**src/rtl/avmm_copy_pkg.sv**
```systemverilog
// Shared types and limits for the Avalon-MM word copy master.
// Holds the copy FSM state encoding and the supported read-latency bound.
package avmm_copy_pkg;

  localparam int MAX_READ_LATENCY = 4;
  localparam int LAT_CNT_W        = $clog2(MAX_READ_LATENCY);

  typedef enum logic [2:0] {
    ST_IDLE,
    ST_RD_REQ,
    ST_RD_WAIT,
    ST_WR_REQ,
    ST_FINISH
  } state_e;

endpackage

```
**src/rtl/avmm_copy_if.sv**
```systemverilog
// Avalon-MM master bus bundle (word addressed, fixed read latency, waitrequest).
interface avmm_copy_if #(
  parameter int ADDR_W = 13,
  parameter int DATA_W = 32
) ();

  logic [ADDR_W-1:0]   m_address;
  logic                m_read;
  logic                m_write;
  logic [DATA_W/8-1:0] m_byteenable;
  logic [DATA_W-1:0]   m_writedata;
  logic [DATA_W-1:0]   m_readdata;
  logic                m_waitrequest;

  modport master (
    output m_address, m_read, m_write, m_byteenable, m_writedata,
    input  m_readdata, m_waitrequest
  );

  modport slave (
    input  m_address, m_read, m_write, m_byteenable, m_writedata,
    output m_readdata, m_waitrequest
  );

endinterface

```
**src/rtl/avmm_copy_master.sv**
```systemverilog
// Copies LENGTH words from src_addr to dst_addr over one Avalon-MM master port.
// Optional running sum of written words: define AVMM_COPY_CHECKSUM_EN.
module avmm_copy_master
  import avmm_copy_pkg::*;
#(
  parameter int ADDR_W       = 13,
  parameter int DATA_W       = 32,
  parameter int LEN_W        = 13,
  parameter int READ_LATENCY = 1
) (
  input  logic               clk,
  input  logic               reset_n,
  input  logic               start,
  input  logic [ADDR_W-1:0]  src_addr,
  input  logic [ADDR_W-1:0]  dst_addr,
  input  logic [LEN_W-1:0]   length,
  output logic               busy,
  output logic               done,
`ifdef AVMM_COPY_CHECKSUM_EN
  output logic [DATA_W-1:0]  checksum,
`endif
  avmm_copy_if.master        m
);

  if (READ_LATENCY < 1 || READ_LATENCY > MAX_READ_LATENCY) begin : g_bad_latency
    $error("avmm_copy_master: READ_LATENCY must be 1..%0d", MAX_READ_LATENCY);
  end

  localparam logic [LAT_CNT_W-1:0] LAT_LAST = LAT_CNT_W'(READ_LATENCY - 1);

  state_e              state_q, state_d;
  logic [ADDR_W-1:0]   src_q, dst_q;
  logic [LEN_W-1:0]    cnt_q;
  logic [DATA_W-1:0]   data_q;
  logic [LAT_CNT_W-1:0] lat_q;

  logic start_ok, rd_acc, wr_acc, lat_done;

  assign start_ok = (state_q == ST_IDLE) && start;
  assign rd_acc   = (state_q == ST_RD_REQ) && !m.m_waitrequest;
  assign wr_acc   = (state_q == ST_WR_REQ) && !m.m_waitrequest;
  assign lat_done = (lat_q == LAT_LAST);

  // NOTE: sequential state uses <= so every register samples pre-edge values.
  always_ff @(posedge clk or negedge reset_n) begin
    if (!reset_n) state_q <= ST_IDLE;
    else          state_q <= state_d;
  end

  // Strobes decode straight from state so an async reset drops them at once.
  // NOTE: every output gets a default first so no latch is inferred.
  always_comb begin
    state_d     = state_q;
    busy        = 1'b1;
    done        = 1'b0;
    m.m_read    = 1'b0;
    m.m_write   = 1'b0;
    m.m_address = src_q;
    unique case (state_q)
      ST_IDLE: begin
        busy = 1'b0;
        if (start) state_d = (length == '0) ? ST_FINISH : ST_RD_REQ;
      end
      ST_RD_REQ: begin
        m.m_read = 1'b1;
        if (!m.m_waitrequest) state_d = ST_RD_WAIT;
      end
      ST_RD_WAIT: begin
        if (lat_done) state_d = ST_WR_REQ;
      end
      ST_WR_REQ: begin
        m.m_write   = 1'b1;
        m.m_address = dst_q;
        if (!m.m_waitrequest) state_d = (cnt_q == LEN_W'(1)) ? ST_FINISH : ST_RD_REQ;
      end
      ST_FINISH: begin
        busy    = 1'b0;
        done    = 1'b1;
        state_d = ST_IDLE;
      end
      default: state_d = ST_IDLE;
    endcase
  end

  assign m.m_writedata  = data_q;
  assign m.m_byteenable = '1;

  always_ff @(posedge clk or negedge reset_n) begin
    if (!reset_n) begin
      src_q  <= '0;
      dst_q  <= '0;
      cnt_q  <= '0;
      data_q <= '0;
      lat_q  <= '0;
    end else begin
      if (start_ok) begin
        src_q <= src_addr;
        dst_q <= dst_addr;
        cnt_q <= length;
      end
      // Latency counter restarts on each accepted read; data lands on its last tick.
      if (rd_acc) lat_q <= '0;
      else if (state_q == ST_RD_WAIT) lat_q <= lat_q + LAT_CNT_W'(1);
      if (state_q == ST_RD_WAIT && lat_done) data_q <= m.m_readdata;
      if (wr_acc) begin
        src_q <= src_q + ADDR_W'(1);
        dst_q <= dst_q + ADDR_W'(1);
        cnt_q <= cnt_q - LEN_W'(1);
      end
    end
  end

`ifdef AVMM_COPY_CHECKSUM_EN
  always_ff @(posedge clk or negedge reset_n) begin
    if (!reset_n)     checksum <= '0;
    else if (start_ok) checksum <= '0;
    else if (wr_acc)   checksum <= checksum + data_q;
  end
`endif

endmodule

```
**src/flat_wrapper.sv**
```systemverilog
// flat-port wrapper written by rule: the top's interface ports become plain ports
module avmm_copy_master_flat import avmm_copy_pkg::*;
#(
  parameter int ADDR_W       = 13,
  parameter int DATA_W       = 32,
  parameter int LEN_W        = 13,
  parameter int READ_LATENCY = 1
)
  (clk, reset_n, start, src_addr, dst_addr, length, busy, done, m_m_address, m_m_read, m_m_write, m_m_byteenable, m_m_writedata, m_m_readdata, m_m_waitrequest);
  avmm_copy_if #(.ADDR_W(ADDR_W), .DATA_W(DATA_W)) m_i ();
  input  logic clk;
  input  logic reset_n;
  input  logic start;
  input  logic [ADDR_W-1:0] src_addr;
  input  logic [ADDR_W-1:0] dst_addr;
  input  logic [LEN_W-1:0] length;
  output logic busy;
  output logic done;
  output wire logic [$bits(m_i.m_address)-1:0] m_m_address;
  output wire logic [$bits(m_i.m_read)-1:0] m_m_read;
  output wire logic [$bits(m_i.m_write)-1:0] m_m_write;
  output wire logic [$bits(m_i.m_byteenable)-1:0] m_m_byteenable;
  output wire logic [$bits(m_i.m_writedata)-1:0] m_m_writedata;
  input wire logic [$bits(m_i.m_readdata)-1:0] m_m_readdata;
  input wire logic [$bits(m_i.m_waitrequest)-1:0] m_m_waitrequest;
  assign m_m_address = m_i.m_address;
  assign m_m_read = m_i.m_read;
  assign m_m_write = m_i.m_write;
  assign m_m_byteenable = m_i.m_byteenable;
  assign m_m_writedata = m_i.m_writedata;
  assign m_i.m_readdata = m_m_readdata;
  assign m_i.m_waitrequest = m_m_waitrequest;
  avmm_copy_master #(.ADDR_W(ADDR_W), .DATA_W(DATA_W), .LEN_W(LEN_W), .READ_LATENCY(READ_LATENCY)) u_core (.clk(clk), .reset_n(reset_n), .start(start), .src_addr(src_addr), .dst_addr(dst_addr), .length(length), .busy(busy), .done(done), .m(m_i));
endmodule
```
**config.mk**
```make
export PLATFORM = sky130hd
export DESIGN_NAME = avmm_copy_master_flat
export DESIGN_NICKNAME = d
export VERILOG_FILES = /design/src/rtl/avmm_copy_pkg.sv /design/src/rtl/avmm_copy_if.sv /design/src/rtl/avmm_copy_master.sv /design/src/flat_wrapper.sv
export SDC_FILE = /design/constraint.sdc
export NUM_CORES = 1
export LEC_CHECK = 0
export BUFFER_PORTS_ARGS = -buffer_cell sky130_fd_sc_hd__buf_2
export CORE_MARGIN = 1
export CORE_UTILIZATION = 51
export CTS_CLUSTER_DIAMETER = 200
export DETAILED_ROUTE_END_ITERATION = 7
export PLACE_DENSITY_LB_ADDON = 0.1
export SLEW_MARGIN = 25
export SYNTH_ARGS = -nofsm -noshare
export SYNTH_HDL_FRONTEND = slang
export SYNTH_SLANG_ARGS = --single-unit
```
**constraint.sdc**
```tcl
create_clock -name clk -period 2.1 [get_ports clk]
set_clock_uncertainty 0.05 [all_clocks]
set_input_delay 0.105 -clock clk [delete_from_list [all_inputs] [get_ports clk]]
set_output_delay 0.105 -clock clk [all_outputs]
set_load 0.03 [all_outputs]
```
* Yosys cells after proc, flatten, opt, wreduce, memory -nomap -nowiden
Cells that the tools add are included.
** Cells by class
- Add/subtract/negate cells :: 4
- Equality and inequality tests :: 9
- Mux-type cells :: 20
- Reductions and logical operators :: 12
** Operator list (count)
- $mux 13 :: 7
- $add 13x1->13 const B :: 2
- $mux 3 :: 6
- $eq 13x1->1 const B :: 1
- $logic_not 13->1 :: 1
- $sub 13x1->13 const B :: 1
- $pmux 3 s4 :: 1
- $eq 3x2->1 const B :: 2
- $ne 2x2->1 const B :: 3
- $logic_and 1x1->1 :: 4
- $mux 1 :: 4
- $mux 2 :: 2
- $reduce_and 4->1 :: 1
- $reduce_bool 2->1 :: 2
- $eq 3x1->1 const B :: 1
- $eq 3x3->1 const B :: 1
- $logic_not 3->1 :: 1
- $add 2x1->2 const B :: 1
- $logic_not 2->1 :: 1
- $ne 2x1->1 const B :: 1
- $reduce_or 2->1 :: 1
- $logic_not 1->1 :: 1
** Storage, ports and cells
- Register bits :: 76
- Input port bits :: 75
- Logic and storage cells :: 51

* Depth between registers and ports, before layout
- Word-level depth :: 4
- Depth in mapped cells :: 8
- Mapped depth without buffers :: 6

* Worst setup path after synthesis
OpenSTA, ideal clock, no wires.
- Path type :: flip-flop to flip-flop
- Start point :: register u_core.state_q[0]
- End point :: register u_core.cnt_q[11]
- Setup time :: 0.126 ns
- Arrival :: 1.683 ns
- Required time :: 1.924 ns
- Slack :: 0.241 ns
- Cell stages (with the launch flop) :: 9
- Cells stage by stage :: dfrtp_1 -> buf_2 -> or2_1 -> buf_2 -> nand3b_4 -> buf_2 -> o31ai_1 -> a21boi_0 -> a221o_1
** On the way
- Cells in the longest elaborated chain, start to end :: 3
- Elaborated cells on any way between the ends :: 6
- Those cells by class :: eq/ne: 1; mux: 1; reduce/logical: 4
** Ends and longest elaborated chain
- start, declared :: line avmm_copy_master.sv:31 : state_e state_q, state_d;
- start signal, assigned :: line avmm_copy_master.sv:47 : else state_q <= state_d;
- $eq 3x2->1 / $logic_not 3->1 (equally long branches) :: line avmm_copy_master.sv:41, avmm_copy_master.sv:39
- $logic_and 1x1->1, on equally long branches :: line avmm_copy_master.sv:41, avmm_copy_master.sv:39
- $mux 13 / $reduce_bool 2->1 (equally long branches)
- end signal, assigned :: line avmm_copy_master.sv:99 : cnt_q <= length;
- end signal, assigned :: line avmm_copy_master.sv:108 : cnt_q <= cnt_q - LEN_W'(1);
- end, declared :: line avmm_copy_master.sv:33 : logic [LEN_W-1:0] cnt_q;
Parallel ways exist; a longest one is shown, timed or not.
A chain may end at the register's enable or synchronous reset.

* Worst setup path in the final report
- Start point :: register u_core.state_q[2]
- End point :: output port m_m_address[9]
** On the way
- Cells in the longest elaborated chain, start to end :: 2
** Ends and longest elaborated chain
- $eq 3x2->1 :: line avmm_copy_master.sv:59 : unique case (state_q)
- $mux 13 :: line avmm_copy_master.sv:59
- end, declared :: line flat_wrapper.sv:19 : output wire logic [$bits(m_i.m_address)-1:0] m_m_address;
No other way between the ends.

==> impl_metrics.ini <==
[routing]
met1_length_mm = 4.85
avgRoutedWirePerCell_um = 16.1
routed.top_layer = met4
initialDrtViolationCount = 181
dr.pass1.iters = 4
wl_met3_um = 566
drtAntennaViolNets = 0
wirelength_mm = 10.9
met2WireLength_mm = 5.26
num_vias = 3726
drcViolationCount = 0
avgViaCountPerCell = 5.52

[synth]
synth_top_area_frac = 0.481
synthFlopType = dfrtp_1
synth-warning-count = 0
avgSynthCellArea_um2 = 10.5
yosys-top-cells-area = dfrtp_1 48%, mux2_2 12%, nand2_1 3.4%
synth-seq-cells = 76
synth_edf_count = 0
synth.cell_area_mm2 = 0.00395
ys_types = 57
ys_async_sr_fraction = 1.00
netlist.top_cell.by_area = dfrtp_1
ys_seq_area_frac = 0.481
syn_inst = 378

[setup_path]
worstPathCellList = buf_4 -> inv_1 -> nand3_1 -> buf_6 -> mux2_2 -> buf_2
worstPathRequired_ps = 1950
startpoint_type = register
r2r_cells = 6
r2r_slack_ps = 130
path_max_fanout = 14
cp_slowest_stage_delay_ps = 380
r2r-end = u_core.dst_q[4]$_DFFE_PN0P_
crit_slowest_cell = dfrtp_1
crit_type = reg2out
crit_path_end_kind = primary output
rr_startpoint = u_core.state_q[0]$_DFFE_PN0P_
crit_arrival_ps = 1880

[power_and_ir_drop]
p_total_uw = 8260
p_per_area_mw_per_mm2 = 1480
peakVddDrop_v = 0.00105
p_leak_uw = 0.00254

[placement]
dp_hpwl_mm = 6.85
port_buffers = 123
gp_congestion = 0.876
place_inst = 593

[global_routing]
antenna_found_initial = 0
grt_pass1_wl_mm = 18.0
grt_max_degree = 77
grt_overflow = 0
grt_usage = 0.275
grt_pass1_vias = 3700

[finish]
fill_cells = 530
final_common_cell = buf_2
nets = 651
syn_to_final_growth_pct = 41.4
layout_common_cells = 123 x buf_2, 75 x dfrtp_1, 66 x dlygate4sd3_1
final_util = 0.758
drive_above_1_share = 0.363
fin_cells = 675
antenna_cells = 0

[die]
die_h_um = 90.0
die-area_mm2 = 0.00810
initial_core_util = 0.536
num_rows = 31
die_w_um = 90.0
coreArea_mm2 = 0.00737
num_io_pins = 128

[clock_tree]
clock_path_buffers = 2
ctsRootBufferMaster = clkbuf_8
insertion_delay_ps = 330
cts_sinks = 76
numCtsBuffers = 9
cts_tree = yes
clk_pin_slew_ps = 80
cts_max_level = 3

[sta]
max_slew_margin = 0.470
grt_setup_unrepaired = yes
max_freq_ghz = 0.492
slew_viol_final = 0
fin_crit_sh = 0.968
setup_tns_ps = 0
worst-slew-pin-transition_ps = 792
setup_viol = 0
timing.hold.ws_ps = 16.0
layout_min_cycle_time_ps = 2030
hold_viol = 0

[hold_path]
holdPathStages = 3
holdPathEnd = u_core.cnt_q[9]$_DFFE_PN0P_
worstHoldStart = length[9]
hp-class = in2reg

[run]
drv_cap = 0

[outcome]
status = completed
## area by class of cell
type	instances	area [um^2]	area share
repair buffers	202	1400	0.251
clock inverters	6	87.6	0.0157
clock buffers	10	138	0.0246
flip-flops and latches	76	1900	0.341
multi-input cells	273	1900	0.340
inverters	9	33.8	0.00605
well taps	99	124	0.0222
## power by group
part	internal [uW]	switching (uW)	leakage (uW)
logic	1680	2490	0.00152
registers	2180	663	0.000902
clock network	702	536	0.000116
## metrics by stage
step                      cell area, um^2  setup slack, ps
after floorplan                      3960              241
after global placement               4700              224
after detailed placement             4700              113
after CTS                            5580             25.3
after global routing                 5590            -38.4
final                                5590             68.2
## synth_stat cells, types with 3 or more instances
library cell / count
o211ai_1: 8
o311ai_0: 4
a22oi_1: 3
nand2_1: 36
inv_1: 9
buf_4: 10
nor2_1: 32
a221o_1: 4
o311ai_1: 3
buf_2: 10
a211oi_1: 7
nand3_1: 24
o22ai_1: 3
dfrtp_1: 76
nor4_1: 5
mux2_2: 43
a311oi_1: 5
ha_1: 5
o221a_2: 3
nand4_1: 6
and3_1: 8
a21oi_1: 9
nor3_1: 12
o21ai_0: 15
## registers in the layout, summed over array words and instances, names as in the netlist
| signal | count |
|---|---|
| u_core.lat_q | 2 |
| u_core.dst_q | 13 |
| u_core.state_q | 3 |
| u_core.src_q | 13 |
| u_core.cnt_q | 13 |
| u_core.m.m_writedata | 32 |
## kinds of logic (layout without fill, tap and decap cells)
kind of cell | after synthesis | count (layout) | share of synthesized area
buffers and inverters | 32 | 227 | 0.0450
xor gates and xnor gates | 1 | 1 | 0.00222
and+or+nand+nor | 147 | 147 | 0.199
AOI/OAI and AO/OA | 72 | 72 | 0.131
adders and majority gates | 5 | 5 | 0.0158
other | 1 | 4 | 0.000949
DFF | 76 | 76 | 0.481
muxes | 44 | 44 | 0.125
## worst max-delay path by stage
stage | start | to | depth (start not counted)
2_1_floorplan | u_core.state_q[0]$_DFFE_PN0P_ | u_core.cnt_q[11]$_DFFE_PN0P_ | 8
3_3_place_gp | u_core.state_q[0]$_DFFE_PN0P_ | u_core.cnt_q[2]$_DFFE_PN0P_ | 6
3_5_place_dp | u_core.state_q[0]$_DFFE_PN0P_ | u_core.dst_q[4]$_DFFE_PN0P_ | 6
6_report | u_core.state_q[2]$_DFFE_PN0P_ | m_m_address[9] | 6
5_1_grt | u_core.state_q[2]$_DFFE_PN0P_ | m_m_address[7] | 6
4_1_cts | u_core.state_q[2]$_DFFE_PN0P_ | m_m_address[10] | 6
## repair_timing
item / CTS / global route
hold buffers: 66 / 0
buffers inserted: 0 / 0
endpoints found under the hold margin: 141 / 0
setup endpoints to repair: 0 / 15
gates resized for setup: 0 / 2
## metal layers
layer / up-vias / track usage
met5: - / 0
li1: 1786 / -
met3: 21 / 0.0499
met4: 0 / 0.114
met1: 1777 / 0.368
met2: 142 / 0.443
## worst max-delay path, delay by kind of cell, from the launching register on
kind,cells,cell delay [ps]
buffers and inverters,4,670
flip-flops,1,380
multiplexers,1,350
AND/OR/NAND/NOR,1,140
Note: power is estimated with default switching activity, not from simulation.
